[config.mk]
export PLATFORM = sky130hd
export DESIGN_NAME = tx_data_fifo
export DESIGN_NICKNAME = d
export VERILOG_FILES = /design/src/rtl/usb_tx_pkg.sv /design/src/rtl/tx_fifo_mem.sv /design/src/rtl/tx_data_fifo.sv
export SDC_FILE = /design/constraint.sdc
export NUM_CORES = 1
export LEC_CHECK = 0
export ABC_AREA = 1
export ABC_CLOCK_PERIOD_IN_PS = 2600
export CORE_ASPECT_RATIO = 1.25
export CORE_MARGIN = 4
export CORE_UTILIZATION = 45
export DETAILED_ROUTE_END_ITERATION = 16
export PLACE_DENSITY = 0.75
export SLEW_MARGIN = 40
export SYNTH_ARGS = -nofsm -noshare
export SYNTH_HDL_FRONTEND = slang
export SYNTH_SLANG_ARGS = --single-unit
export TNS_END_PERCENT = 30
[constraint.sdc]
create_clock -name clk -period 2.6 [get_ports clk]
set_input_delay 0.52 -clock clk [delete_from_list [all_inputs] [get_ports clk]]
set_output_delay 0.52 -clock clk [all_outputs]
set_load 0.005 [all_outputs]
[src/rtl/usb_tx_pkg.sv]
// Shared types and sizing for the SD-to-USB transmit data path.
package usb_tx_pkg;

    typedef logic [7:0] byte_t;

    localparam int    TX_FIFO_DEPTH      = 16;
    localparam int    TX_FIFO_ADDR_W     = 4;
    localparam byte_t TX_FIFO_EMPTY_DATA = 8'h00;

endpackage : usb_tx_pkg

[src/rtl/tx_fifo_mem.sv]
// DEPTH x byte register file: one synchronous write port, one combinational read port.
// Storage is deliberately not reset; validity is tracked by the FIFO pointers.
module tx_fifo_mem
    import usb_tx_pkg::*;
#(
    parameter int DEPTH  = TX_FIFO_DEPTH,
    parameter int ADDR_W = TX_FIFO_ADDR_W
) (
    input  logic              clk,
    input  logic              we,
    input  logic [ADDR_W-1:0] waddr,
    input  byte_t             wdata,
    input  logic [ADDR_W-1:0] raddr,
    output byte_t             rdata
);

    byte_t mem_q [DEPTH];

    // Write port
    always_ff @(posedge clk) begin
        if (we) begin
            mem_q[waddr] <= wdata;
        end
    end

    assign rdata = mem_q[raddr];

endmodule : tx_fifo_mem

[src/rtl/tx_data_fifo.sv]
// First-word-fall-through byte FIFO from the SD read path to the USB transmitter.
// Optional TX_FIFO_WATERMARK_EN adds an almost_full output (count >= DEPTH-2).
module tx_data_fifo
    import usb_tx_pkg::*;
#(
    parameter int DEPTH  = TX_FIFO_DEPTH,
    parameter int ADDR_W = TX_FIFO_ADDR_W
) (
    input  logic            clk,
    input  logic            n_rst,
    input  logic            clear,
    input  logic            w_enable,
    input  byte_t           w_data,
    input  logic            r_enable,
    output byte_t           r_data,
    output logic            empty,
    output logic            full,
    output logic [ADDR_W:0] count,
    output logic            overflow,
    output logic            underflow
`ifdef TX_FIFO_WATERMARK_EN
    ,
    output logic            almost_full
`endif
);

    localparam logic [ADDR_W:0] PTR_ONE  = {{ADDR_W{1'b0}}, 1'b1};
    localparam logic [ADDR_W:0] PTR_ZERO = {(ADDR_W+1){1'b0}};

    logic [ADDR_W:0] wr_ptr_q, wr_ptr_d;
    logic [ADDR_W:0] rd_ptr_q, rd_ptr_d;
    logic            overflow_q, overflow_d;
    logic            underflow_q, underflow_d;
    logic            push_s, pop_s;
    byte_t           mem_rdata_s;

    // Extra pointer MSB distinguishes full from empty when the address bits match
    assign empty = (wr_ptr_q == rd_ptr_q);
    assign full  = (wr_ptr_q[ADDR_W-1:0] == rd_ptr_q[ADDR_W-1:0]) &&
                   (wr_ptr_q[ADDR_W] != rd_ptr_q[ADDR_W]);
    assign count = wr_ptr_q - rd_ptr_q;

    // A pop frees the slot in the same cycle, so a full FIFO still accepts push+pop
    assign push_s = w_enable && (!full || r_enable);
    assign pop_s  = r_enable && !empty;

    // Next-state for pointers and sticky error flags
    always_comb begin
        wr_ptr_d    = wr_ptr_q;
        rd_ptr_d    = rd_ptr_q;
        overflow_d  = overflow_q;
        underflow_d = underflow_q;
        if (clear) begin
            wr_ptr_d    = PTR_ZERO;
            rd_ptr_d    = PTR_ZERO;
            overflow_d  = 1'b0;
            underflow_d = 1'b0;
        end else begin
            if (push_s) begin
                wr_ptr_d = wr_ptr_q + PTR_ONE;
            end else begin
                wr_ptr_d = wr_ptr_q;
            end
            if (pop_s) begin
                rd_ptr_d = rd_ptr_q + PTR_ONE;
            end else begin
                rd_ptr_d = rd_ptr_q;
            end
            if (w_enable && full && !r_enable) begin
                overflow_d = 1'b1;
            end else begin
                overflow_d = overflow_q;
            end
            if (r_enable && empty) begin
                underflow_d = 1'b1;
            end else begin
                underflow_d = underflow_q;
            end
        end
    end

    // State registers
    always_ff @(posedge clk or negedge n_rst) begin
        if (!n_rst) begin
            wr_ptr_q    <= PTR_ZERO;
            rd_ptr_q    <= PTR_ZERO;
            overflow_q  <= 1'b0;
            underflow_q <= 1'b0;
        end else begin
            wr_ptr_q    <= wr_ptr_d;
            rd_ptr_q    <= rd_ptr_d;
            overflow_q  <= overflow_d;
            underflow_q <= underflow_d;
        end
    end

    tx_fifo_mem #(
        .DEPTH  (DEPTH),
        .ADDR_W (ADDR_W)
    ) u_mem (
        .clk   (clk),
        .we    (push_s && !clear),
        .waddr (wr_ptr_q[ADDR_W-1:0]),
        .wdata (w_data),
        .raddr (rd_ptr_q[ADDR_W-1:0]),
        .rdata (mem_rdata_s)
    );

    // Unreset memory is masked while empty so stale bytes never reach the transmitter
    assign r_data    = empty ? TX_FIFO_EMPTY_DATA : mem_rdata_s;
    assign overflow  = overflow_q;
    assign underflow = underflow_q;

`ifdef TX_FIFO_WATERMARK_EN
    localparam logic [ADDR_W:0] AF_LEVEL = (ADDR_W+1)'(DEPTH - 2);
    assign almost_full = (count >= AF_LEVEL);
`endif

endmodule : tx_data_fifo
Yosys cells after proc, flatten, opt, wreduce, memory -nomap -nowiden
Memory sizes are Yosys's and may differ from the RTL's.
Index checks and enable logic that the tools add are counted.

storage, ports and cells
  flip-flop bits (word level) = 12
  latch bits = 0
  RAM bits = 128
  ROM bits = 0
  input port bits = 13
  output and inout port bits = 17
  word-level logic and storage cells = 38
  memories = 1

cells by class
  add/sub/neg operators = 3
  multiply operators = 0
  divide/modulo/power cells = 0
  order comparisons = 0
  eq/ne operators = 3
  shifts and indexed selects = 0
  mux-type cells = 11
  bitwise logic cells = 0
  reduce and logical (&&, ||, !) cells = 16

memories
  memory       depth  bits a word  read ports  clocked after memory_dff  write ports  line               text
  u_mem.mem_q  16     8            1           0                         1            tx_fifo_mem.sv:17  byte_t mem_q [DEPTH];

operators by type and width
  operator                                                       count
  5-bit two-way mux                                              4
  5-bit by 1-bit adder with 5-bit output, second input constant  2
  8-bit two-way mux                                              1
  2-bit nonzero test                                             4
  1-bit logical AND                                              7
  1-bit two-way mux                                              6
  5-bit == test                                                  1
  5-bit subtractor                                               1
  4-bit == test                                                  1
  1-bit logical NOT                                              4
  1-bit logical OR                                               1
  1-bit != test                                                  1

Depth between registers and ports, before layout
Gate-level depths: netlist of the first run.

  word-level depth = 8
  gate-level depth with buffers = 12
  depth with buffers taken out = 9

Modules after synthesis
Synthesis of the first run repeated with hierarchy kept, for this count alone.

second synthesis, totals
  cell total of the unflattened synthesis = 669
  area, all modules = 6556.3 µm²

modules (own cells, without submodules)
  module        times used  cells an instance  area an instance (µm²)  sequential area each (µm²)
  tx_fifo_mem   1           543                5606.6                  3843.7
  tx_data_fifo  1           126                949.7                   300.3

Worst setup path before layout of the first run
No wires, ideal clock.

  path kind = flip-flop to flip-flop
  start point = register rd_ptr_q[1]
  end point = memory u_mem.mem_q[12][0] in the netlist's numbering, enable pin
  library setup time = 0.370 ns
  arrival = 2.218 ns
  required time = 2.230 ns
  setup slack = 0.011 ns
  cell stages (with the launch flop) = 13
  buffers on the path = 3
  period minus slack after synthesis = 2.589 ns
  path through = dfrtp_1 > buf_2 > clkinv_1 > clkbuf_1 > ha_1 > nand4_1 > nor2_2 > nand2_2 > nand2_4 > nor2_4 > inv_4 > buf_6 > nor2_1

between the ends
  word-level cells in the longest chain between the ends = 8

ends and longest elaborated chain
  item                                     line                 text
  from (decl)                              tx_data_fifo.sv:31   logic [ADDR_W:0] rd_ptr_q, rd_ptr_d;
  from (signal assigned)                   tx_data_fifo.sv:91   rd_ptr_q <= rd_ptr_d;
  4-bit == test                            tx_data_fifo.sv:39   assign full = (wr_ptr_q[ADDR_W-1:0] == rd_ptr_q[ADDR_W-1:0]) &&
  1-bit logical AND                        tx_data_fifo.sv:39
  via full                                 tx_data_fifo.sv:17   output logic full,
  1-bit logical NOT                        tx_data_fifo.sv:44   assign push_s = w_enable && (!full || r_enable);
  1-bit logical OR                         tx_data_fifo.sv:44
  1-bit logical AND                        tx_data_fifo.sv:44
  1-bit logical AND                        tx_data_fifo.sv:102  .we (push_s && !clear),
  1-bit two-way mux                        tx_fifo_mem.sv:21    if (we) begin
  1-bit two-way mux (implied by the code)  tx_fifo_mem.sv:22    mem_q[waddr] <= wdata;
  to (decl)                                tx_fifo_mem.sv:17

The timed path passes the listed nets, and every way through them passes these cells.

Worst setup path in the final report of the first run
  start point = register rd_ptr_q[3]
  end point = output port r_data[0]

between the ends
  word-level cells in the longest chain between the ends = 2
  elaborated cells between the ends (all ways) = 3
  classes of those cells = eq/ne (1); mux (1); memory (1)

ends and longest elaborated chain
  item                                                     line                 text
  memory read 16 x 8 bit or 5-bit == test (tied branches)  n/a
  8-bit two-way mux (*)                                    tx_data_fifo.sv:110  assign r_data = empty ? TX_FIFO_EMPTY_DATA : mem_rdata_s;
  to (decl)                                                tx_data_fifo.sv:15   output byte_t r_data,

Every way passes the cells marked *; elsewhere a longest branch is shown, timed or not.

==> results.sh, run 1 <==
export IMPL_status="complete, but fails checks"
export IMPL_violations="setup timing"
export IMPL_yosys_most_used_dff="edfxtp_1"
export IMPL_pwr_share_clk_pct=42.6
export IMPL_powerDensity_mw_per_mm2=772
export IMPL_ys_seq_area_share_pct=64.2
export IMPL_die_height_um=142
export IMPL_root_buffer="clkbuf_16"
export IMPL_grt_overflow=0
export IMPL_grt_pass1_vias=4653
export IMPL_drt_iter0_drc=438
export IMPL_required_ps=2080
export IMPL_fill_cells=1121
export IMPL_multi_input_area_mm2=0.00184
export IMPL_slew_headroom_pct=47.7
export IMPL_fmax_mhz=353
export IMPL_ios=30
export IMPL_slowest_stage="clkdlybuf4s50_1"
export IMPL_peakVddDrop_mv=0.388
export IMPL_timing_final_crit_share_pct=109
export IMPL_core_mm2=0.0139
export IMPL_wl_per_cell_um=16.8
export IMPL_h_tree_depth=4
export IMPL_rsz0062_at_grt="true"
export IMPL_wl_um=15300
export IMPL_synth_mux_area_share_pct=0
export IMPL_arrival_ps=2310
export IMPL_synth_area_top_cells="edfxtp_1 (60%), nand2_1 (14%), nand3_1 (6.1%), inv_1 (6.0%), dfrtp_1 (4.7%)"
export IMPL_fin_crit_ps=2830
export IMPL_ys_ff_latch=140
export IMPL_grt_pass1_wl_um=23900
export IMPL_synth_compound_area_share_pct=1.49
export IMPL_path_cells="inv_1 > buf_4 > nor2_2 > buf_4 > nand2_1 > nand2_1 > inv_1 > a21oi_4 > clkdlybuf4s50_1"
export IMPL_worst_slew_pin_slew_ps=782
export IMPL_clockBufferDepth=2
export IMPL_drt_pass1_iter_count=5
export IMPL_crit_family="buffers and inverters"
export IMPL_cp_depth=9
export IMPL_die_area_mm2=0.0163
export IMPL_synth_net_count=693
export IMPL_post_drt_via_cell_ratio=5.19
export IMPL_hold_class="in -> async"
export IMPL_die_w_um=115
export IMPL_critical_path_class="reg -> out"
export IMPL_grt_max_degree=43
export IMPL_synth_top_area_share_pct=59.5
export IMPL_clk_pin_slew_ps=60
export IMPL_seq_power_share_pct=41.0
export IMPL_ant_nets=0
export IMPL_synthXorXnorAreaFrac_pct=1.36
export IMPL_final_hold_viol_count=0
export IMPL_final_common_cell="nand2_1"
export IMPL_path_max_fanout=10
export IMPL_place_hpwl_um=9580
export IMPL_start_util_pct=46.3
export IMPL_synth_edf_count=128
export IMPL_power_share_switching_pct=25.0
export IMPL_gp_congestion=0.876
export IMPL_power_switching_mw=1.52
export IMPL_port_buffers=29
export IMPL_final_cell_mix="nand2_1 (247), edfxtp_1 (128), inv_1 (102)"
export IMPL_timing_hold_ws_ps=464
export IMPL_worst_slack_ps=-234
export IMPL_drive_gt1_share_pct=11.8
export IMPL_area_delta_synth_final_pct=22.4
export IMPL_numCtsBuffers=17
export IMPL_cp_end_kind="output port"
export IMPL_internal_power_mw=4.58
export IMPL_clock_sinks=140
export IMPL_maxCapViolCount=0
export IMPL_yosys_warnings=0
export IMPL_async_reset_ff_share_pct=8.57
export IMPL_seqCellArea_mm2=0.00415
export IMPL_cp_start_kind="flop"
export IMPL_syn_inst=670
export IMPL_fin_skew_ps=4.93
export IMPL_yosys_cell_types_count=24
export IMPL_vias=4740
export IMPL_comb_power_share_pct=16.4
export IMPL_reg2regPathDepth=10
export IMPL_antenna_found_initial=0
export IMPL_max_stage_delay_ps=530
export IMPL_synth_top_family_by_area="simple AND/OR/NAND/NOR gates"
export IMPL_num_rows=48
export IMPL_finalSetupViolCount=3
export IMPL_syn_avg_cell_area_um2=9.64
export IMPL_cts_tree="built"
export IMPL_final_max_slew_violation_count=0
export IMPL_power_leakage_nw=3.52
export IMPL_utilization_pct=56.7
export IMPL_drc=0
export IMPL_yosysTopAreaCell="edfxtp_1"
export IMPL_synth_area_mm2=0.00646
export IMPL_nNetsFinal=749
export IMPL_clkLatencyLatePin_ps=420
export IMPL_antennaDiodeCount=0
export IMPL_synthAdderAreaFrac_pct=2.05
export IMPL_worst_path_buf_inv=5
export IMPL_synthSimpleGateAreaFrac_pct=22.6
export IMPL_grt_usage_pct=19.3
-- synthesized netlist by cell type (2+ instances only) --
cell and number:
a21oi_1 11, buf_1 2, buf_2 16, clkbuf_1 8
clkinv_1 3, dfrtp_1 12, edfxtp_1 128, ha_1 9
inv_1 104, nand2_1 247, nand3_1 79, nand4_1 2
nor2_1 24, o21ai_0 7, xor2_1 9
-- stage by stage --
step	area, um2	setup TNS (ps)	std cells	total power [mW]	setup WS [ps]
after floorplan	6460	0	670	3.06	11.2
after global placement	7140	0	880	3.46	62.0
after detailed placement	7140	0	880	3.48	26.8
after CTS	7830	-1220	913	6.08	-224
after global routing	7900	-1200	914	6.33	-337
final	7900	-566	914	6.10	-234
-- power groups by stage --
stage	combinational [mW]	sequential, mW	clock [mW]
floorplan	0.515	2.54	0
finish	0.997	2.50	2.60
CTS	0.957	2.50	2.62
global route	1.09	2.51	2.73
detailed placement	0.936	2.55	0
global placement	0.912	2.54	0
-- registers in the layout, indices dropped and copies added (netlist names) --
| register | count |
|---|---|
| rd_ptr_q | 5 |
| underflow | 1 |
| overflow | 1 |
| u_mem.mem_q | 128 |
| wr_ptr_q | 5 |
-- path summary, 6_finish.rpt --
path / startpoint / to / slack [ps]
min: n_rst / overflow / 460
min reg2reg: overflow / overflow / 520
max: rd_ptr_q[3] / r_data[0] / -230
max in group asynchronous: n_rst / rd_ptr_q[0] / 1740
min in group clk: overflow / overflow / 520
max reg2reg: rd_ptr_q[0] / u_mem.mem_q[13][5] / 440
-- layer usage --
layer	global-route usage, %	vias to the layer above	routed length, um
li1	-	2248	-
met1	22.3	2234	5590
met2	34.4	224	8190
met3	4.59	34	1210
met4	7.85	0	346
met5	0	-	0
-- area by class of cell --
type                    instances  share of cell area [%]
multi-input cells             395                    23.3
flip-flops and latches        140                    52.4
repair buffers                 64                    7.96
well taps                     175                    2.77
clock inverters                14                    2.79
inverters                     108                    5.27
clock buffers                  18                    5.43
-- worst reg2reg max path, cell delays in order, from the launching register on --
cell	delay, ps
dfrtp_2	480
ha_1	330
nand4_1	130
buf_4	130
nor2_2	40
nand2_2	90
nand2_4	90
nor2_4	140
inv_4	100
nor2_1	130
buf_4	200
-- repair_timing --
item	CTS	global route
buffers inserted	1	0
resized for setup	20	13
gates cloned	0	1
endpoints found under the setup margin	14	11
hold buffers	0	0
pin swaps	1	2
-- kinds of logic after synthesis --
| logic type | after synthesis |
|---|---|
| buffers and inverters | 135 |
| DFF | 140 |
| adders and majority gates | 10 |
| AOI/OAI and AO/OA | 19 |
| and+or+nand+nor | 356 |
| xor gates and xnor gates | 10 |
No activity file was read; power rests on OpenSTA's default activity.
==> run 2, diff against run 1 <==
Settings changed: CAP_MARGIN set to 40, CORE_MARGIN 4 to 3.
==> run 2 against run 1 <==
The run still ends with setup timing left. Sequential power barely moved. Clock skew barely moved. Count of clock-buffer cells in the layout unchanged. Design area down 0.59%. Via count up 1.5%. Power is 5.1% lower. Final cell count up 0.11%.
==> results.sh, run 2 (synthesis gave the netlist of run 1 again) <==
export IMPL_status="complete, but fails checks"
export IMPL_violations="setup timing"
export IMPL_dp_cells=879
export IMPL_finalSetupViolCount=3
export IMPL_wl_per_cell_um=17.3
export IMPL_comb_power_share_pct=17.6
export IMPL_place_hpwl_um=9660
export IMPL_grt_pass1_vias=4897
export IMPL_peakVddDrop_mv=0.545
export IMPL_internal_power_mw=4.28
export IMPL_final_common_cell="nand2_1"
export IMPL_regMostFlops="u_mem.mem_q"
export IMPL_power_leakage_nw=3.45
export IMPL_drive_gt1_share_pct=13.1
export IMPL_clockBufferDepth=2
export IMPL_drc=0
export IMPL_cp_end_kind="output port"
export IMPL_gp_congestion=0.859
export IMPL_die_w_um=113
export IMPL_r2r_end="u_mem.mem_q[10][1]"
export IMPL_final_hold_viol_count=0
export IMPL_post_drt_via_cell_ratio=5.26
export IMPL_arrival_ps=2110
export IMPL_fin_setup_tns_ps=-55.3
export IMPL_final_max_slew_violation_count=0
export IMPL_final_cell_mix="nand2_1 (247), edfxtp_1 (128), inv_1 (102)"
export IMPL_hold_buffers=0
export IMPL_largest_register_ffs=128
export IMPL_antenna_found_initial=0
export IMPL_reg_top3="u_mem.mem_q (128), rd_ptr_q (5), wr_ptr_q (5)"
export IMPL_reg2regPathDepth=10
export IMPL_worstSetupEndpoint="count[4]"
export IMPL_r2r_setup_slack_ps=540
export IMPL_die_area_mm2=0.0158
export IMPL_slew_headroom_pct=55.8
export IMPL_worst_slew_pin_slew_ps=661
export IMPL_grt_max_degree=35
export IMPL_drt_iter0_drc=322
export IMPL_ios=30
export IMPL_power_switching_mw=1.51
export IMPL_cts_tree="built"
export IMPL_start_util_pct=46.3
export IMPL_ant_nets=0
export IMPL_fmax_mhz=380
export IMPL_critical_path_reg2reg_startpoint="rd_ptr_q[2]"
export IMPL_clkLatencyLatePin_ps=420
export IMPL_power_share_switching_pct=26.1
export IMPL_critical_path_class="reg -> out"
export IMPL_clk_pin_slew_ps=50
export IMPL_fin_skew_ps=5.12
export IMPL_grt_overflow=0
export IMPL_wl_um=15800
export IMPL_required_ps=2080
export IMPL_maxCapViolCount=0
export IMPL_timing_hold_ws_ps=464
export IMPL_die_height_um=140
export IMPL_core_mm2=0.0139
export IMPL_pwr_share_clk_pct=39.0
export IMPL_timing_final_crit_share_pct=101
export IMPL_cp_start_kind="flop"
export IMPL_fin_crit_ps=2630
export IMPL_num_rows=48
export IMPL_crit_start="rd_ptr_q[0]"
export IMPL_area_delta_synth_final_pct=21.7
export IMPL_vias=4809
export IMPL_stdcell_count=915
export IMPL_root_buffer="clkbuf_16"
export IMPL_numCtsBuffers=17
export IMPL_h_tree_depth=4
export IMPL_grt_pass1_wl_um=24700
export IMPL_utilization_pct=56.4
export IMPL_grt_usage_pct=20.6
export IMPL_drt_pass1_iter_count=5
export IMPL_powerDensity_mw_per_mm2=737
export IMPL_nNetsFinal=750
export IMPL_antennaDiodeCount=0
export IMPL_seq_power_share_pct=43.3
export IMPL_path_max_fanout=6
export IMPL_clock_sinks=140
export IMPL_port_buffers=29
export IMPL_hold_class="in -> async"
export IMPL_rsz0062_at_grt="true"
export IMPL_worst_slack_ps=-31.9
==> run 2: timing repair <==
item / CTS / global route
setup buffers: 2 / 0
setup endpoints to repair: 14 / 11
resized for setup: 42 / 20
pin swaps: 5 / 3
gates cloned: 1 / 1
==> run 2: metal layers <==
| metal | track usage, % | vias up | part of all wire, % |
|---|---|---|---|
| met1 | 23.6 | 2305 | 37 |
| li1 | - | 2252 | - |
| met4 | 9.75 | 0 | 2.4 |
| met2 | 36.1 | 206 | 53 |
| met3 | 4.62 | 46 | 7.4 |
| met5 | 0 | - | 0 |
==> run 2: final cells by class <==
cell class,instances,area [um2]
repair buffers,65,637
inverters,108,420
fillers,1146,6080
clock buffers,18,429
clock inverters,14,129
well taps,175,219
multi-input cells,395,1880
flip-flops and latches,140,4150
==> run 2: worst min-delay path by stage <==
stage / start / end / slack (ps) / cells past startpoint
2_1_floorplan: n_rst / overflow / 220 / 0
3_3_place_gp: overflow / overflow / 480 / 2
3_5_place_dp: overflow / overflow / 500 / 2
4_1_cts: n_rst / wr_ptr_q[0] / 490 / 1
5_1_grt: n_rst / rd_ptr_q[3] / 500 / 1
6_report: n_rst / rd_ptr_q[1] / 460 / 1
==> run 2: worst max-delay path: stages (launching register included) <==
cell and delay [ps]:
dfrtp_2 500, ha_4 170, inv_1 40, fa_1 400, nand3_1 90, nand2_1 60
xor2_1 150, dlygate4sd2_1 280
==> run 2: stage by stage <==
step	instance area, um2	power (mW)	setup slack [ps]
floorplan	6460	3.06	11.2
global placement	7100	3.43	206
detailed placement	7100	3.45	112
CTS	7820	5.76	-8.60
global route	7860	6.02	-97.8
finish	7860	5.79	-31.9
==> run 2: power groups by stage <==
stage               registers, mW  logic [mW]  clock network [mW]
floorplan                    2.54       0.515                   0
CTS                          2.51       0.979                2.27
global placement             2.54       0.883                   0
global route                 2.51        1.12                2.39
detailed placement           2.55       0.906                   0
finish                       2.51        1.02                2.26
==> run 3, diff against run 2 <==
Settings changed: CORE_UTILIZATION 45 to 50, PLACE_DENSITY 0.75 to 0.81.
==> run 3 against run 2 <==
The flow still finishes with violations (setup timing). First-iteration DRC count grew 65%. Flip-flop and latch count unchanged. Clock skew up 4.7 ps. Sequential share of layout area is 0.95 points higher. Clock power is 6% higher. Sequential power hardly changed. Highest routed layer unchanged.
==> results.sh, run 3 (synthesis gave the netlist of run 1 again) <==
export IMPL_worst_path_buf_inv=4
export IMPL_clockBufferDepth=2
export IMPL_drt_pass1_iter_count=6
export IMPL_critical_path_reg2reg_startpoint="rd_ptr_q[1]"
export IMPL_timing_final_crit_share_pct=109
export IMPL_timing_hold_ws_ps=471
export IMPL_gp_congestion=0.902
export IMPL_die_area_mm2=0.0143
export IMPL_fmax_mhz=352
export IMPL_ant_nets=0
export IMPL_finalSetupViolCount=3
export IMPL_area_delta_synth_final_pct=19.5
export IMPL_maxCapViolCount=0
export IMPL_peakVddDrop_mv=0.312
export IMPL_ios=30
export IMPL_fin_skew_ps=9.82
export IMPL_start_util_pct=52.1
export IMPL_cp_start_kind="flop"
export IMPL_wl_per_cell_um=17.4
export IMPL_nNetsFinal=745
export IMPL_h_tree_depth=4
export IMPL_rsz0062_at_grt="true"
export IMPL_regMostFlops="u_mem.mem_q"
export IMPL_slew_headroom_pct=45.4
export IMPL_wl_um=15700
export IMPL_clk_pin_slew_ps=60
export IMPL_crit_family="buffers and inverters"
export IMPL_antennaDiodeCount=0
export IMPL_path_max_fanout=32
export IMPL_drc=0
export IMPL_final_cell_mix="nand2_1 (245), edfxtp_1 (128), inv_1 (102)"
export IMPL_critical_path_class="reg -> out"
export IMPL_die_height_um=133
export IMPL_final_hold_viol_count=0
export IMPL_utilization_pct=62.3
export IMPL_powerDensity_mw_per_mm2=756
export IMPL_grt_pass1_wl_um=24500
export IMPL_reg_top3="u_mem.mem_q (128), rd_ptr_q (5), wr_ptr_q (5)"
export IMPL_path_cells="clkinv_4 > buf_12 > nand2_1 > nand3_1 > nand2_1 > nand2_1 > nand2_1 > inv_1 > a21oi_1 > clkdlybuf4s50_1"
export IMPL_worst_slack_ps=-240
export IMPL_core_mm2=0.0124
export IMPL_reg2regPathDepth=10
export IMPL_clock_sinks=140
export IMPL_cts_tree="built"
export IMPL_required_ps=2080
export IMPL_grt_pass1_vias=4748
export IMPL_largest_register_ffs=128
export IMPL_clkLatencyLatePin_ps=420
export IMPL_hold_buffers=0
export IMPL_cp_end_kind="output port"
export IMPL_port_buffers=29
export IMPL_final_max_slew_violation_count=0
export IMPL_r2r_end="u_mem.mem_q[7][6]"
export IMPL_violations="setup timing"
export IMPL_power_leakage_nw=3.42
export IMPL_fin_crit_ps=2840
export IMPL_grt_max_degree=35
export IMPL_drive_gt1_share_pct=10.6
export IMPL_vias=4767
export IMPL_final_common_cell="nand2_1"
export IMPL_r2r_setup_slack_ps=440
export IMPL_max_stage_delay_ps=510
export IMPL_drt_iter0_drc=531
export IMPL_status="complete, but fails checks"
export IMPL_numCtsBuffers=17
export IMPL_place_hpwl_um=9740
export IMPL_hold_class="in -> async"
export IMPL_post_drt_via_cell_ratio=5.30
export IMPL_slowest_stage="clkdlybuf4s50_1"
export IMPL_root_buffer="clkbuf_16"
export IMPL_die_w_um=108
export IMPL_grt_overflow=0
export IMPL_arrival_ps=2320
export IMPL_grt_usage_pct=22.9
export IMPL_antenna_found_initial=0
export IMPL_total_power_mw=5.83
export IMPL_worst_slew_pin_slew_ps=817
export IMPL_path_common_cell="nand2_1"
export IMPL_num_rows=45
[run 3: routing by layer]
metal / global-route usage, % / vias to the layer above / wire, um
met2: 39.9 / 236 / 8170
met4: 11.1 / 0 / 606
li1: - / 2243 / -
met5: 0 / - / 0
met1: 26.4 / 2240 / 5710
met3: 5.08 / 48 / 1190
[run 3: cell type report]
class | instances | area (um2)
Sequential cell | 140 | 4150
Multi-Input combinational cell | 395 | 1810
Tap cell | 164 | 205
Clock inverter | 11 | 143
Inverter | 108 | 414
Clock buffer | 21 | 440
Timing Repair Buffer | 60 | 558
Fill cell | 929 | 4670
[run 3: how the worst max path moves through the flow]
stage	startpoint	endpoint	slack, ps	cells past startpoint
after floorplan	rd_ptr_q[1]	u_mem.mem_q[12][0]	10	12
after global placement	rd_ptr_q[0]	r_data[5]	140	9
after detailed placement	rd_ptr_q[0]	r_data[5]	70	9
after CTS	rd_ptr_q[0]	r_data[4]	-230	9
after global routing	rd_ptr_q[0]	r_data[1]	-290	8
final	rd_ptr_q[0]	r_data[1]	-240	10
[run 3: where the power goes]
part | total [mW] | internal, mW | switching [mW] | leakage, nW
Clock | 2.39 | 1.51 | 0.881 | 0.283
Combinational | 0.940 | 0.343 | 0.597 | 1.83
Sequential | 2.51 | 2.48 | 0.0212 | 1.31
[run 3: metrics by stage]
step / instance area [um2] / cells / setup slack, ps / TNS [ps]
final: 7720 / 899 / -240 / -398
after global routing: 7720 / 899 / -290 / -627
after CTS: 7730 / 899 / -228 / -982
after detailed placement: 7060 / 866 / 70.9 / 0
after global placement: 7060 / 866 / 142 / 0
after floorplan: 6460 / 670 / 11.2 / 0
[run 3: timing repair]
item | 4_1_cts | 5_1_grt
endpoints found under the hold margin | 0 | 0
gates resized for setup | 30 | 12
pin swaps | 2 | 1
endpoints found under the setup margin | 14 | 11
gates cloned | 0 | 0
buffers inserted | 1 | 0
